--- src/rtl/cpu_pkg.sv ---
// Shared types and constants for the CPU front-end pipeline stages.
// Latency: none (declarations only).
// Backpressure: none (declarations only).
package cpu_pkg;

    localparam int                 INSTR_W = 32;
    localparam logic [31:0]        PC_INC  = 32'd4;
    localparam logic [INSTR_W-1:0] NOP     = 32'h0000_0000;

    // Fetch-stage control state: normal fetch or halted until reset
    typedef enum logic {
        BUSCA  = 1'b0,
        PARADO = 1'b1
    } estado_t;

    // A byte address is word-aligned when its two low bits are zero
    function automatic logic alinhado(input logic [1:0] lsb);
        return (lsb == 2'b00);
    endfunction

endpackage

--- src/rtl/busca_if_reg_if_id.sv ---
// IF/ID pipeline register: captures instruction and pc+4, with flush and hold.
// Latency: one cycle from load to output.
// Backpressure: hold when neither load nor flush; flush clears valid only.
module reg_if_id
    import cpu_pkg::*;
#(
    parameter int W = INSTR_W
) (
    input  logic         clk,
    input  logic         rst_n,
    input  logic         load_i,
    input  logic         flush_i,
    input  logic [W-1:0] instr_i,
    input  logic [31:0]  pc4_i,
    output logic [W-1:0] instr_o,
    output logic [31:0]  pc4_o,
    output logic         valid_o
);

    logic [W-1:0] instr_q, instr_d;
    logic [31:0]  pc4_q,   pc4_d;
    logic         valid_q, valid_d;

    // Flush beats load; flushed payload is left in place since decode ignores it
    always_comb begin
        instr_d = instr_q;
        pc4_d   = pc4_q;
        valid_d = valid_q;
        if (flush_i) begin
            valid_d = 1'b0;
        end else if (load_i) begin
            instr_d = instr_i;
            pc4_d   = pc4_i;
            valid_d = 1'b1;
        end
    end

    // Register with asynchronous clear to a NOP bubble
    always_ff @(posedge clk or negedge rst_n) begin
        if (!rst_n) begin
            instr_q <= NOP;
            pc4_q   <= 32'h0;
            valid_q <= 1'b0;
        end else begin
            instr_q <= instr_d;
            pc4_q   <= pc4_d;
            valid_q <= valid_d;
        end
    end

    assign instr_o = instr_q;
    assign pc4_o   = pc4_q;
    assign valid_o = valid_q;

endmodule

--- src/rtl/busca_if.sv ---
// Instruction fetch: drives pc to the instruction memory and fills IF/ID.
// Latency: instruction at pc appears on IF/ID one cycle later; redirect costs one bubble.
// Backpressure: stall holds pc/IF/ID/counter; redirect overrides stall; halt is sticky to reset.
module busca_if
    import cpu_pkg::*;
#(
    parameter logic [31:0] RESET_PC  = 32'h0000_0000,
    parameter int          MEM_WORDS = 32,
    parameter int          CNT_W     = 16
) (
    input  logic               clk,
    input  logic               rst_n,
    output logic [31:0]        endereco,
    input  logic [INSTR_W-1:0] instrucao,
    input  logic               stall,
    input  logic               desvio_en,
    input  logic [31:0]        desvio_alvo,
    output logic [INSTR_W-1:0] if_id_instrucao,
    output logic [31:0]        if_id_pc4,
    output logic               if_id_valido,
    output logic               fim,
    output logic               erro_alinh,
    output logic [CNT_W-1:0]   n_buscas
);

    // 33 bits so a memory of 2^30 words still has a representable limit
    localparam logic [32:0] PC_LIMIT = 33'(MEM_WORDS) * 33'd4;

    estado_t          state_q, state_d;
    logic [31:0]      pc_q,    pc_d;
    logic             fim_q,   fim_d;
    logic             erro_q,  erro_d;
    logic [CNT_W-1:0] cnt_q,   cnt_d;
    logic             load_if_id;
    logic             flush_if_id;
    logic [31:0]      pc_mais4;

    assign pc_mais4 = pc_q + PC_INC;

    // Next-state and IF/ID control, in priority: bad redirect, redirect, stall, end of memory, fetch
    always_comb begin
        state_d     = state_q;
        pc_d        = pc_q;
        fim_d       = fim_q;
        erro_d      = erro_q;
        cnt_d       = cnt_q;
        load_if_id  = 1'b0;
        flush_if_id = 1'b0;
        case (state_q)
            BUSCA: begin
                if (desvio_en && !alinhado(desvio_alvo[1:0])) begin
                    state_d     = PARADO;
                    erro_d      = 1'b1;
                    fim_d       = 1'b1;
                    flush_if_id = 1'b1;
                end else if (desvio_en) begin
                    pc_d        = desvio_alvo;
                    flush_if_id = 1'b1;
                end else if (stall) begin
                    // everything holds
                end else if ({1'b0, pc_q} >= PC_LIMIT) begin
                    state_d     = PARADO;
                    fim_d       = 1'b1;
                    flush_if_id = 1'b1;
                end else begin
                    load_if_id  = 1'b1;
                    pc_d        = pc_mais4;
                    cnt_d       = cnt_q + CNT_W'(1);
                end
            end
            PARADO: begin
                // Halted: stall and redirect are ignored, IF/ID keeps emitting bubbles
                fim_d       = 1'b1;
                flush_if_id = 1'b1;
            end
            default: begin
                state_d     = PARADO;
                fim_d       = 1'b1;
                flush_if_id = 1'b1;
            end
        endcase
    end

    // PC, halt flags and fetch counter
    always_ff @(posedge clk or negedge rst_n) begin
        if (!rst_n) begin
            state_q <= BUSCA;
            pc_q    <= RESET_PC;
            fim_q   <= 1'b0;
            erro_q  <= 1'b0;
            cnt_q   <= '0;
        end else begin
            state_q <= state_d;
            pc_q    <= pc_d;
            fim_q   <= fim_d;
            erro_q  <= erro_d;
            cnt_q   <= cnt_d;
        end
    end

    reg_if_id #(
        .W (INSTR_W)
    ) u_reg_if_id (
        .clk     (clk),
        .rst_n   (rst_n),
        .load_i  (load_if_id),
        .flush_i (flush_if_id),
        .instr_i (instrucao),
        .pc4_i   (pc_mais4),
        .instr_o (if_id_instrucao),
        .pc4_o   (if_id_pc4),
        .valid_o (if_id_valido)
    );

    assign endereco   = pc_q;
    assign fim        = fim_q;
    assign erro_alinh = erro_q;
    assign n_buscas   = cnt_q;

endmodule

--- config.mk ---
export PLATFORM = sky130hd
export DESIGN_NAME = busca_if
export DESIGN_NICKNAME = d
export VERILOG_FILES = /design/src/rtl/cpu_pkg.sv /design/src/rtl/busca_if_reg_if_id.sv /design/src/rtl/busca_if.sv
export SDC_FILE = /design/constraint.sdc
export NUM_CORES = 1
export LEC_CHECK = 0
export BUFFER_PORTS_ARGS = -buffer_cell sky130_fd_sc_hd__buf_2
export CAP_MARGIN = 15
export CORE_ASPECT_RATIO = 1.25
export CORE_MARGIN = 2
export CORE_UTILIZATION = 51
export CTS_CLUSTER_SIZE = 16
export DETAILED_ROUTE_END_ITERATION = 16
export GPL_TIMING_DRIVEN = 1
export PLACE_DENSITY = 0.8
export SLEW_MARGIN = 20
export SYNTH_ARGS = -nofsm -noshare
export SYNTH_HDL_FRONTEND = slang
export SYNTH_HIERARCHICAL = 1
export SYNTH_SLANG_ARGS = --single-unit
--- constraint.sdc ---
create_clock -name clk -period 2.5 [get_ports clk]
set_input_delay 0.5 -clock clk [delete_from_list [all_inputs] [get_ports clk]]
set_output_delay 0.5 -clock clk [all_outputs]
set_load 0.02 [all_outputs]
Yosys cells after proc, flatten, opt, wreduce, memory -nomap -nowiden
Cells that the tools add are included.
W data, S select, Z words.
{ "classes": {"reduce_logical": 9, "n_mux": 23, "n_lt_le_gt_ge": 1, "n_addsub": 2, "bitwise": 6, "n_eq_ne": 5} }
{ "ops": {"columns": ["operator", "count"], "rows": [
  ["$mux W32", 3],
  ["$add A32 B3 Y32 const B", 1],
  ["$ge A32 B8 Y1 const B", 1],
  ["$mux W1", 18],
  ["$add A16 B1 Y16 const B", 1],
  ["$ne A3 B3 Y1 const B", 3],
  ["$not A1 Y1", 6],
  ["$reduce_and A5 Y1", 1],
  ["$pmux W1 S2", 2],
  ["$reduce_and A2 Y1", 2],
  ["$reduce_and A4 Y1", 1],
  ["$reduce_and A3 Y1", 1],
  ["$logic_not A2 Y1", 1],
  ["$ne A2 B1 Y1 const B", 1],
  ["$ne A2 B2 Y1 const B", 1],
  ["$reduce_bool A2 Y1", 1],
  ["$logic_and A1 B1 Y1", 1],
  ["$logic_not A1 Y1", 1]
]} }
{ "word_totals": {"wordCells": 54, "inputBits": 68, "reg_bits": 116, "out_inout_bits": 115} }

Depth between registers and ports, before layout
Gate-level depths: netlist (run 1).
{ "logic_depth": {"depth_word": 8, "depth_mapped": 9, "mapped_depth_nobuf": 7} }

By module
Netlist (run 1), hierarchy kept.
{ "modules_own_cells": {"columns": ["module", "cells_each", "area_per_inst_um2", "seq_area_each_um2", "n_inst"], "rows": [
  ["busca_if", 304, 2872.8, 1276.2, 1],
  ["reg_if_id", 139, 2733.9, 1626.6, 1]
]} }

Least setup slack after synthesis (run 1)
No wires, ideal clock.
{ "synth_timing": {"kind": "register -> register", "startpoint": "reg pc_q[26] (netlist: endereco[26])", "endpoint": "reg u_reg_if_id.instr_q[0] (netlist: u_reg_if_id/instr_o[0])", "setup_ns": 0.125, "t_arrival_ns": 2.274, "synth_period_minus_slack_ns": 2.399, "path_buffers": 2, "required_time_ns": 2.375, "stages_incl_launch_ff": 9, "slack_ns": 0.101, "path_cell_list": "dfrtp_1 -> nor4_1 -> nand4_2 -> nor2_1 -> o21ai_0 -> nor2b_4 -> buf_12 -> buf_12 -> mux2_4"} }
{ "synth_between": {"elab_chain_len": 8, "word_cells_on_any_way": 13, "cone_classes": "order compare (1); mux (10); bitwise (1); reduce/logical (1)"} }
{ "synth_rtl": {"columns": ["element", "line_no", "text"], "rows": [
  ["from (decl)", "busca_if.sv:30", "logic [31:0] pc_q, pc_d;"],
  ["from (signal assigned)", "busca_if.sv:94", "pc_q <= pc_d;"],
  ["$ge A32 B8 Y1", "busca_if.sv:61", "end else if ({1'b0, pc_q} >= PC_LIMIT) begin"],
  ["$mux W1", "busca_if.sv:61", null],
  ["$mux W1", "busca_if.sv:59", "end else if (stall) begin"],
  ["$mux W1", "busca_if.sv:56", "end else if (desvio_en) begin"],
  ["$mux W1", "busca_if.sv:51", "if (desvio_en && !alinhado(desvio_alvo[1:0])) begin"],
  ["$pmux W1 S2", "busca_if.sv:49", "case (state_q)"],
  ["net flush_if_id", "busca_if.sv:35", "logic flush_if_id;"],
  ["$not A1 Y1 (no source line)", null, null],
  ["$reduce_and A2 Y1 (no source line)", null, null],
  ["to (signal assigned)", "busca_if_reg_if_id.sv:45", "instr_q <= instr_d;"],
  ["to (decl)", "busca_if_reg_if_id.sv:20", "logic [W-1:0] instr_q, instr_d;"]
]} }
The timed path passes the listed nets, and every way through them passes these cells.
A chain may end at the register's enable or synchronous reset.

Worst setup path after layout (run 1)
{ "layout_timing": {"startpoint": "reg pc_q[14] (netlist: endereco[14])", "endpoint": "reg u_reg_if_id.instr_q[29] (netlist: u_reg_if_id/instr_o[29])"} }
Same word-level chain as after synthesis.

==> results of run 1 <==
sequential cells by signal (all words and copies together) (netlist names):
signal and flops:
erro_alinh 1, state_q 1, u_reg_if_id/instr_o 32, fim 1, endereco 32, u_reg_if_id/pc4_o 32, u_reg_if_id/valid_o 1, n_buscas 16
worst register-to-register path: stages (launching register included):
cell     delay [ns]
dfrtp_1        0.43
nor4_1         0.43
nand3_1        0.18
nor2_1         0.16
o21ai_0        0.18
nor2b_4        0.24
buf_12         0.25
mux2_2         0.39
layer usage:
layer	global-route usage, %	routed length (um)
met2	39.6	6980
met3	6.62	832
met1	30.1	5820
met4	8.16	156
met5	0	0
metrics by stage:
step / instances / cell area [um^2] / worst slack [ns] / hold WS [ns]
2_1_floorplan: 443 / 5610 / 0.101 / 0.204
3_3_place_gp: 766 / 6770 / 0.224 / 0.456
5_1_grt: 798 / 7370 / 0.0171 / 0.120
4_1_cts: 798 / 7370 / 0.125 / 0.110
6_report: 798 / 7370 / 0.127 / 0.0985
3_5_place_dp: 766 / 6770 / 0.150 / 0.459
final cells by class:
class                      count  area [um^2]
tap                          132          165
clock inverter                 8         97.6
multi-input combinational    289         2440
inverter                      16         60.1
fill                         814         3300
sequential                   116         2900
timing repair buffer         213         1200
clock buffer                  24          502
kinds of logic (layout without fill, tap and decap cells):
| logic type | count (synthesis) | after routing | synth area share [%] |
|---|---|---|---|
| AND/OR/NAND/NOR | 118 | 118 | 12.2 |
| multiplexers | 73 | 73 | 18.6 |
| adder cells (fa/ha/maj) | 3 | 3 | 0.670 |
| buffers and inverters | 38 | 261 | 4.75 |
| flip-flops | 116 | 116 | 51.8 |
| AO/OA/AOI/OAI | 52 | 52 | 5.29 |
| XOR/XNOR | 43 | 43 | 6.72 |
cell usage in the layout, fill, tap and decap left out, types with 3 or more instances in the layout:
cell / count
a21oi_1: 10
and3_1: 3
and4_1: 8
buf_12: 4
buf_2: 181
buf_4: 28
clkbuf_16: 17
clkbuf_8: 5
clkinv_2: 3
clkinvlp_4: 3
dfrtp_1: 116
ha_1: 3
inv_1: 16
mux2_2: 9
mux2_4: 60
mux2i_1: 4
nand2_1: 15
nand3_1: 20
nand4_1: 16
nor2_1: 27
nor3_1: 6
nor4_1: 7
nor4_4: 3
o21ai_0: 29
o21bai_1: 3
o2bb2ai_1: 3
xnor2_1: 32
xor2_1: 11
report_power, final:
| group | switching [W] | internal [W] | leakage (nW) |
|---|---|---|---|
| Combinational | 0.000235 | 0.000159 | 2.03 |
| Sequential | 0.0000511 | 0.00192 | 1.54 |
| Clock | 0.000802 | 0.00159 | 0.288 |
how the worst max path moves through the flow:
| stage | startpoint | end | slack [ns] |
|---|---|---|---|
| final | endereco[14] | u_reg_if_id/instr_o[29] | 0.13 |
| after global routing | endereco[23] | u_reg_if_id/instr_o[29] | 0.02 |
| after floorplan | endereco[26] | u_reg_if_id/instr_o[0] | 0.10 |
| after global placement | endereco[23] | u_reg_if_id/instr_o[29] | 0.22 |
| after CTS | endereco[23] | u_reg_if_id/instr_o[29] | 0.12 |
| after detailed placement | endereco[23] | u_reg_if_id/instr_o[29] | 0.15 |
==> flow_summary_export.csv, run 1 <==
group,metric,value,unit
status,outcome,"complete, no violations",
setup_path,startpoint_type,"flop",
grt,grt_pass1_vias,4385,
setup_path,worst-path-buf-inv,1,
clock_network,clockBufferDepth,2,
flow_run,maxCapViolCount,0,
setup_path,cp_cell_sequence,"nor4_1, nand3_1, nor2_1, o21ai_0, nor2b_4, buf_12, mux2_2",
clock_network,postCtsSetupBuffers,0,
yosys,synth_area_per_cell,12.7,um^2
sta,relSlewSlack,47.7,%
setup_path,cp.arrival,2.66,ns
setup_path,rrSetupSlack,0.13,ns
drt,drtPass1Iterations,4,
clock_network,clk_pin_slew_worst_paths,0.05,ns
floorplanning,die_width,97.8,um
power_and_ir_drop,power.density,647,nW/um^2
drt,wl_per_cell,17.3,um
sta,worstMarginPinSlew,0.783,ns
drt,routed_wl,13800,um
floorplanning,die_h,121,um
layout,fin_nets,724,
yosys,yosys_most_used_dff,"dfrtp_1",
grt,overflow,0,
layout,syn_to_final_growth,31.4,%
grt,grt_usage,23.8,%
grt,grt_max_degree,43,
clock_network,worstSkewPairLatency,0.40,ns
yosys,synth_fp_nets,514,
yosys,async_flop_share,100,%
setup_path,crit_path_end_kind,"flop",
yosys,ys_seq_elements,116,
sta,setup_viol,0,
floorplanning,rows,42,
clock_network,cts_num_sinks,116,
setup_path,timing.rr.start,"endereco[14]",
placement,gp_congestion,0.850,
grt,grt_pass1_wl,22100,um
power_and_ir_drop,leakagePower,3.86,nW
setup_path,crit_fanout,29,
layout,drive_gt1_share,48.0,%
drt,vias,4308,
drt,antenna_left,0,
drt,first_iter_violations,201,
yosys,yosys-top-cells-area,"dfrtp_1 52%, mux2_4 16%, xnor2_1 5.0%",
grt,antenna_found_initial,0,
layout,n_antenna_cell,0,
setup_path,r2r_cells,7,
clock_network,cts_root_buffer,"clkbuf_16",
setup_path,critPathSlowestCell,"dfrtp_1",
setup_path,path_delay_family,"simple AND/OR/NAND/NOR gates",
sta,max_freq,421,MHz
yosys,yosysWarnings,6,
clock_network,postCtsResizedCells,0,
clock_network,cts.hold.buffers_added,0,
yosys,synthTopCellsByCount,"116 x dfrtp_1, 60 x mux2_4, 32 x xnor2_1",
sta,final_hold_viol_count,0,
drt,viasPerCell,5.40,
yosys,synth_top_area_share,51.8,%
yosys,synth-edff-count,0,
floorplanning,io_pins,183,
power_and_ir_drop,worst_ir_drop_vdd,0.447,mV
placement,portBuffers,182,
sta,min_period_over_period,94.9,%
layout,utilization,69.1,%
power_and_ir_drop,total_power,0.00476,W
sta,setup-tns-final,0,ns
yosys,syn_area,5610,um^2
floorplanning,start_util,52.6,%
min_path,hold_path.class,"in -> async",
placement,hpwl,10300,um
sta,layout_min_cycle_time,2.37,ns
setup_path,critical-path-max-stage-delay,0.43,ns
drt,drc_errors,0,
sta,skew,0.00966,ns
sta,grt_setup_unrepaired,"false",
clock_network,cts_tree,"yes",
setup_path,crit_required,2.78,ns
yosys,synth.distinct_cells,41,
floorplanning,design.core.area,10700,um^2
sta,finalMaxSlewViolations,0,
yosys,ys_seq_area_share,51.8,%
floorplanning,die_area,11900,um^2
setup_path,critical_path_class,"reg -> reg",
setup_path,reg2reg_to,"u_reg_if_id/instr_o[29]",
yosys,synth_cells,443,
clock_network,ctsHtreeMaxLevel,4,
clock_network,cts_buffers,17,
yosys,yosysMostFrequentCell,"dfrtp_1",
setup_path,cp_num_cells,7,
yosys,yosysTopAreaCell,"dfrtp_1",
(Power assumes the default switching activity.)
==> run 2: changes to the inputs <==
Settings changed: BUFFER_PORTS_ARGS -buffer_cell sky130_fd_sc_hd__buf_2 to default, CORE_UTILIZATION 51 to 55, DONT_BUFFER_PORTS from default to 1, PLACE_DENSITY 0.8 to 0.7.
==> flow_summary_export.csv, run 2 (same netlist as run 1, synthesis figures left out) <==
group,metric,value,unit
min_path,hold_path.class,"in -> async",
sta,layout_min_cycle_time,2.30,ns
setup_path,crit_fanout,27,
drt,vias,3588,
drt,drc_errors,0,
grt,antenna_found_initial,1,
clock_network,cts_tree,"yes",
status,outcome,"complete, but fails checks",
status,violations,"negative hold slack",
setup_path,critical_path_class,"reg -> reg",
drt,antenna_left,0,
floorplanning,design.core.area,10000,um^2
layout,drive_gt1_share,30.7,%
layout,fill_cells,758,
clock_network,clockBufferDepth,2,
clock_network,cts_root_buffer,"clkbuf_16",
sta,worstMarginPinSlew,0.772,ns
setup_path,crit_path_end_kind,"flop",
floorplanning,die_area,11000,um^2
clock_network,cts_buffers,17,
layout,fin_nets,554,
placement,portBuffers,0,
drt,viasPerCell,5.74,
power_and_ir_drop,power.density,712,nW/um^2
setup_path,cp_common_cell,"buf_4",
setup_path,cp_cell_sequence,"nor4_1, buf_4, nand4_2, buf_4, nor2_2, nor2b_4, buf_12, mux2_2",
clock_network,ctsHtreeMaxLevel,4,
drt,routed_wl,12700,um
drt,drtPass1Iterations,4,
setup_path,critPathSlowestCell,"dfrtp_1",
drt,wl_per_cell,20.4,um
power_and_ir_drop,leakagePower,3.06,nW
sta,final_hold_viol_count,116,
grt,grt_max_degree,117,
sta,setup_viol,0,
sta,setup-tns-final,0,ns
drt,first_iter_violations,136,
setup_path,crit_required,2.78,ns
floorplanning,die_h,117,um
placement,hpwl,9290,um
floorplanning,start_util,56.0,%
sta,min_period_over_period,91.8,%
sta,finalMaxSlewViolations,0,
floorplanning,die_width,94.3,um
grt,grt_usage,23.6,%
setup_path,startpoint_type,"flop",
clock_network,worstSkewPairLatency,0.41,ns
grt,grt_pass1_wl,19600,um
sta,skew,0.00730,ns
sta,max_freq,436,MHz
layout,final_cell_mix,"116 x dfrtp_1, 60 x mux2_4, 40 x buf_4",
floorplanning,io_pins,183,
power_and_ir_drop,worst_ir_drop_vdd,0.369,mV
setup_path,cp.arrival,2.58,ns
sta,relSlewSlack,48.5,%
flow_run,maxCapViolCount,0,
sta,fin_hold_ws,-0.209,ns
floorplanning,rows,41,
layout,syn_to_final_growth,16.6,%
placement,gp_congestion,0.804,
grt,grt_pass1_vias,3763,
clock_network,clk_pin_slew_worst_paths,0.05,ns
clock_network,cts_num_sinks,116,
sta,grt_setup_unrepaired,"false",
grt,overflow,0,
layout,final_common_cell,"dfrtp_1",
setup_path,critical-path-max-stage-delay,0.37,ns
-- run 2: cell count changes in the layout (fill, tap and decap cells not counted), sizes merged --
cell,change
buf,-170
clkbuf,-1
clkinv,+1
clkinvlp,-1
diode,+1
-- run 2: timing repair --
item | in CTS | in global routing
gates resized for setup | 0 | 3
hold endpoints to repair | 116 | 116
buffers inserted | 0 | 0
setup endpoints to repair | 0 | 5
-- run 2: metal layers --
metal / global-route usage (%) / share of wire (%) / routed length, um
met1: 27.1 / 39 / 4930
met2: 39.7 / 50 / 6410
met3: 9.54 / 9.4 / 1190
met4: 9.18 / 1.5 / 188
met5: 0 / 0 / 0
-- run 2: layout make-up --
cell class	instances	area [um^2]	share of cell area, %
flip-flops and latches	116	2900	44.4
multi-input cells	289	2460	37.6
well taps	129	161	2.47
diodes	1	2.50	0.0383
inverters	16	60.1	0.918
clock buffers	23	498	7.61
repair buffers	43	360	5.51
clock inverters	8	98.8	1.51
-- run 2: per-stage QoR --
stage | instances | instance area [um^2] | utilization, % | total power (W) | worst slack [ns]
CTS | 624 | 6530 | 65.2 | 0.00469 | 0.123
floorplan | 443 | 5610 | - | 0.00218 | 0.101
finish | 625 | 6540 | 65.4 | 0.00466 | 0.204
global route | 625 | 6540 | 65.4 | 0.00483 | 0.0550
global placement | 593 | 5930 | 59.3 | 0.00228 | 0.203
detailed placement | 593 | 5930 | 59.3 | 0.00229 | 0.138
-- run 2: critical path, delay by kind of cell, from the launching register on --
kind / cells / cell delay (ns)
multiplexers: 1 / 0.37
flip-flops: 1 / 0.37
buffers and inverters: 3 / 0.61
AND/OR/NAND/NOR: 4 / 0.81
-- run 2: path summary, 6_finish.rpt --
| check | cells past startpoint | startpoint | endpoint | slack [ns] |
|---|---|---|---|---|
| min in group clk | 1 | instrucao[30] | u_reg_if_id/instr_o[30] | 0.24 |
| max in group asynchronous | 0 | rst_n | n_buscas[0] | 2.57 |
| max | 8 | endereco[29] | u_reg_if_id/pc4_o[31] | 0.20 |
| min reg2reg | 1 | state_q | fim | 0.57 |
| max reg2reg | 8 | endereco[29] | u_reg_if_id/pc4_o[31] | 0.20 |
| min | 0 | rst_n | u_reg_if_id/instr_o[22] | -0.21 |
-- run 2: where the power goes --
group / internal, W / switching, W
Sequential: 0.00192 / 0.0000343
Combinational: 0.000116 / 0.000184
Clock: 0.00159 / 0.000814
Total: 0.00363 / 0.00103
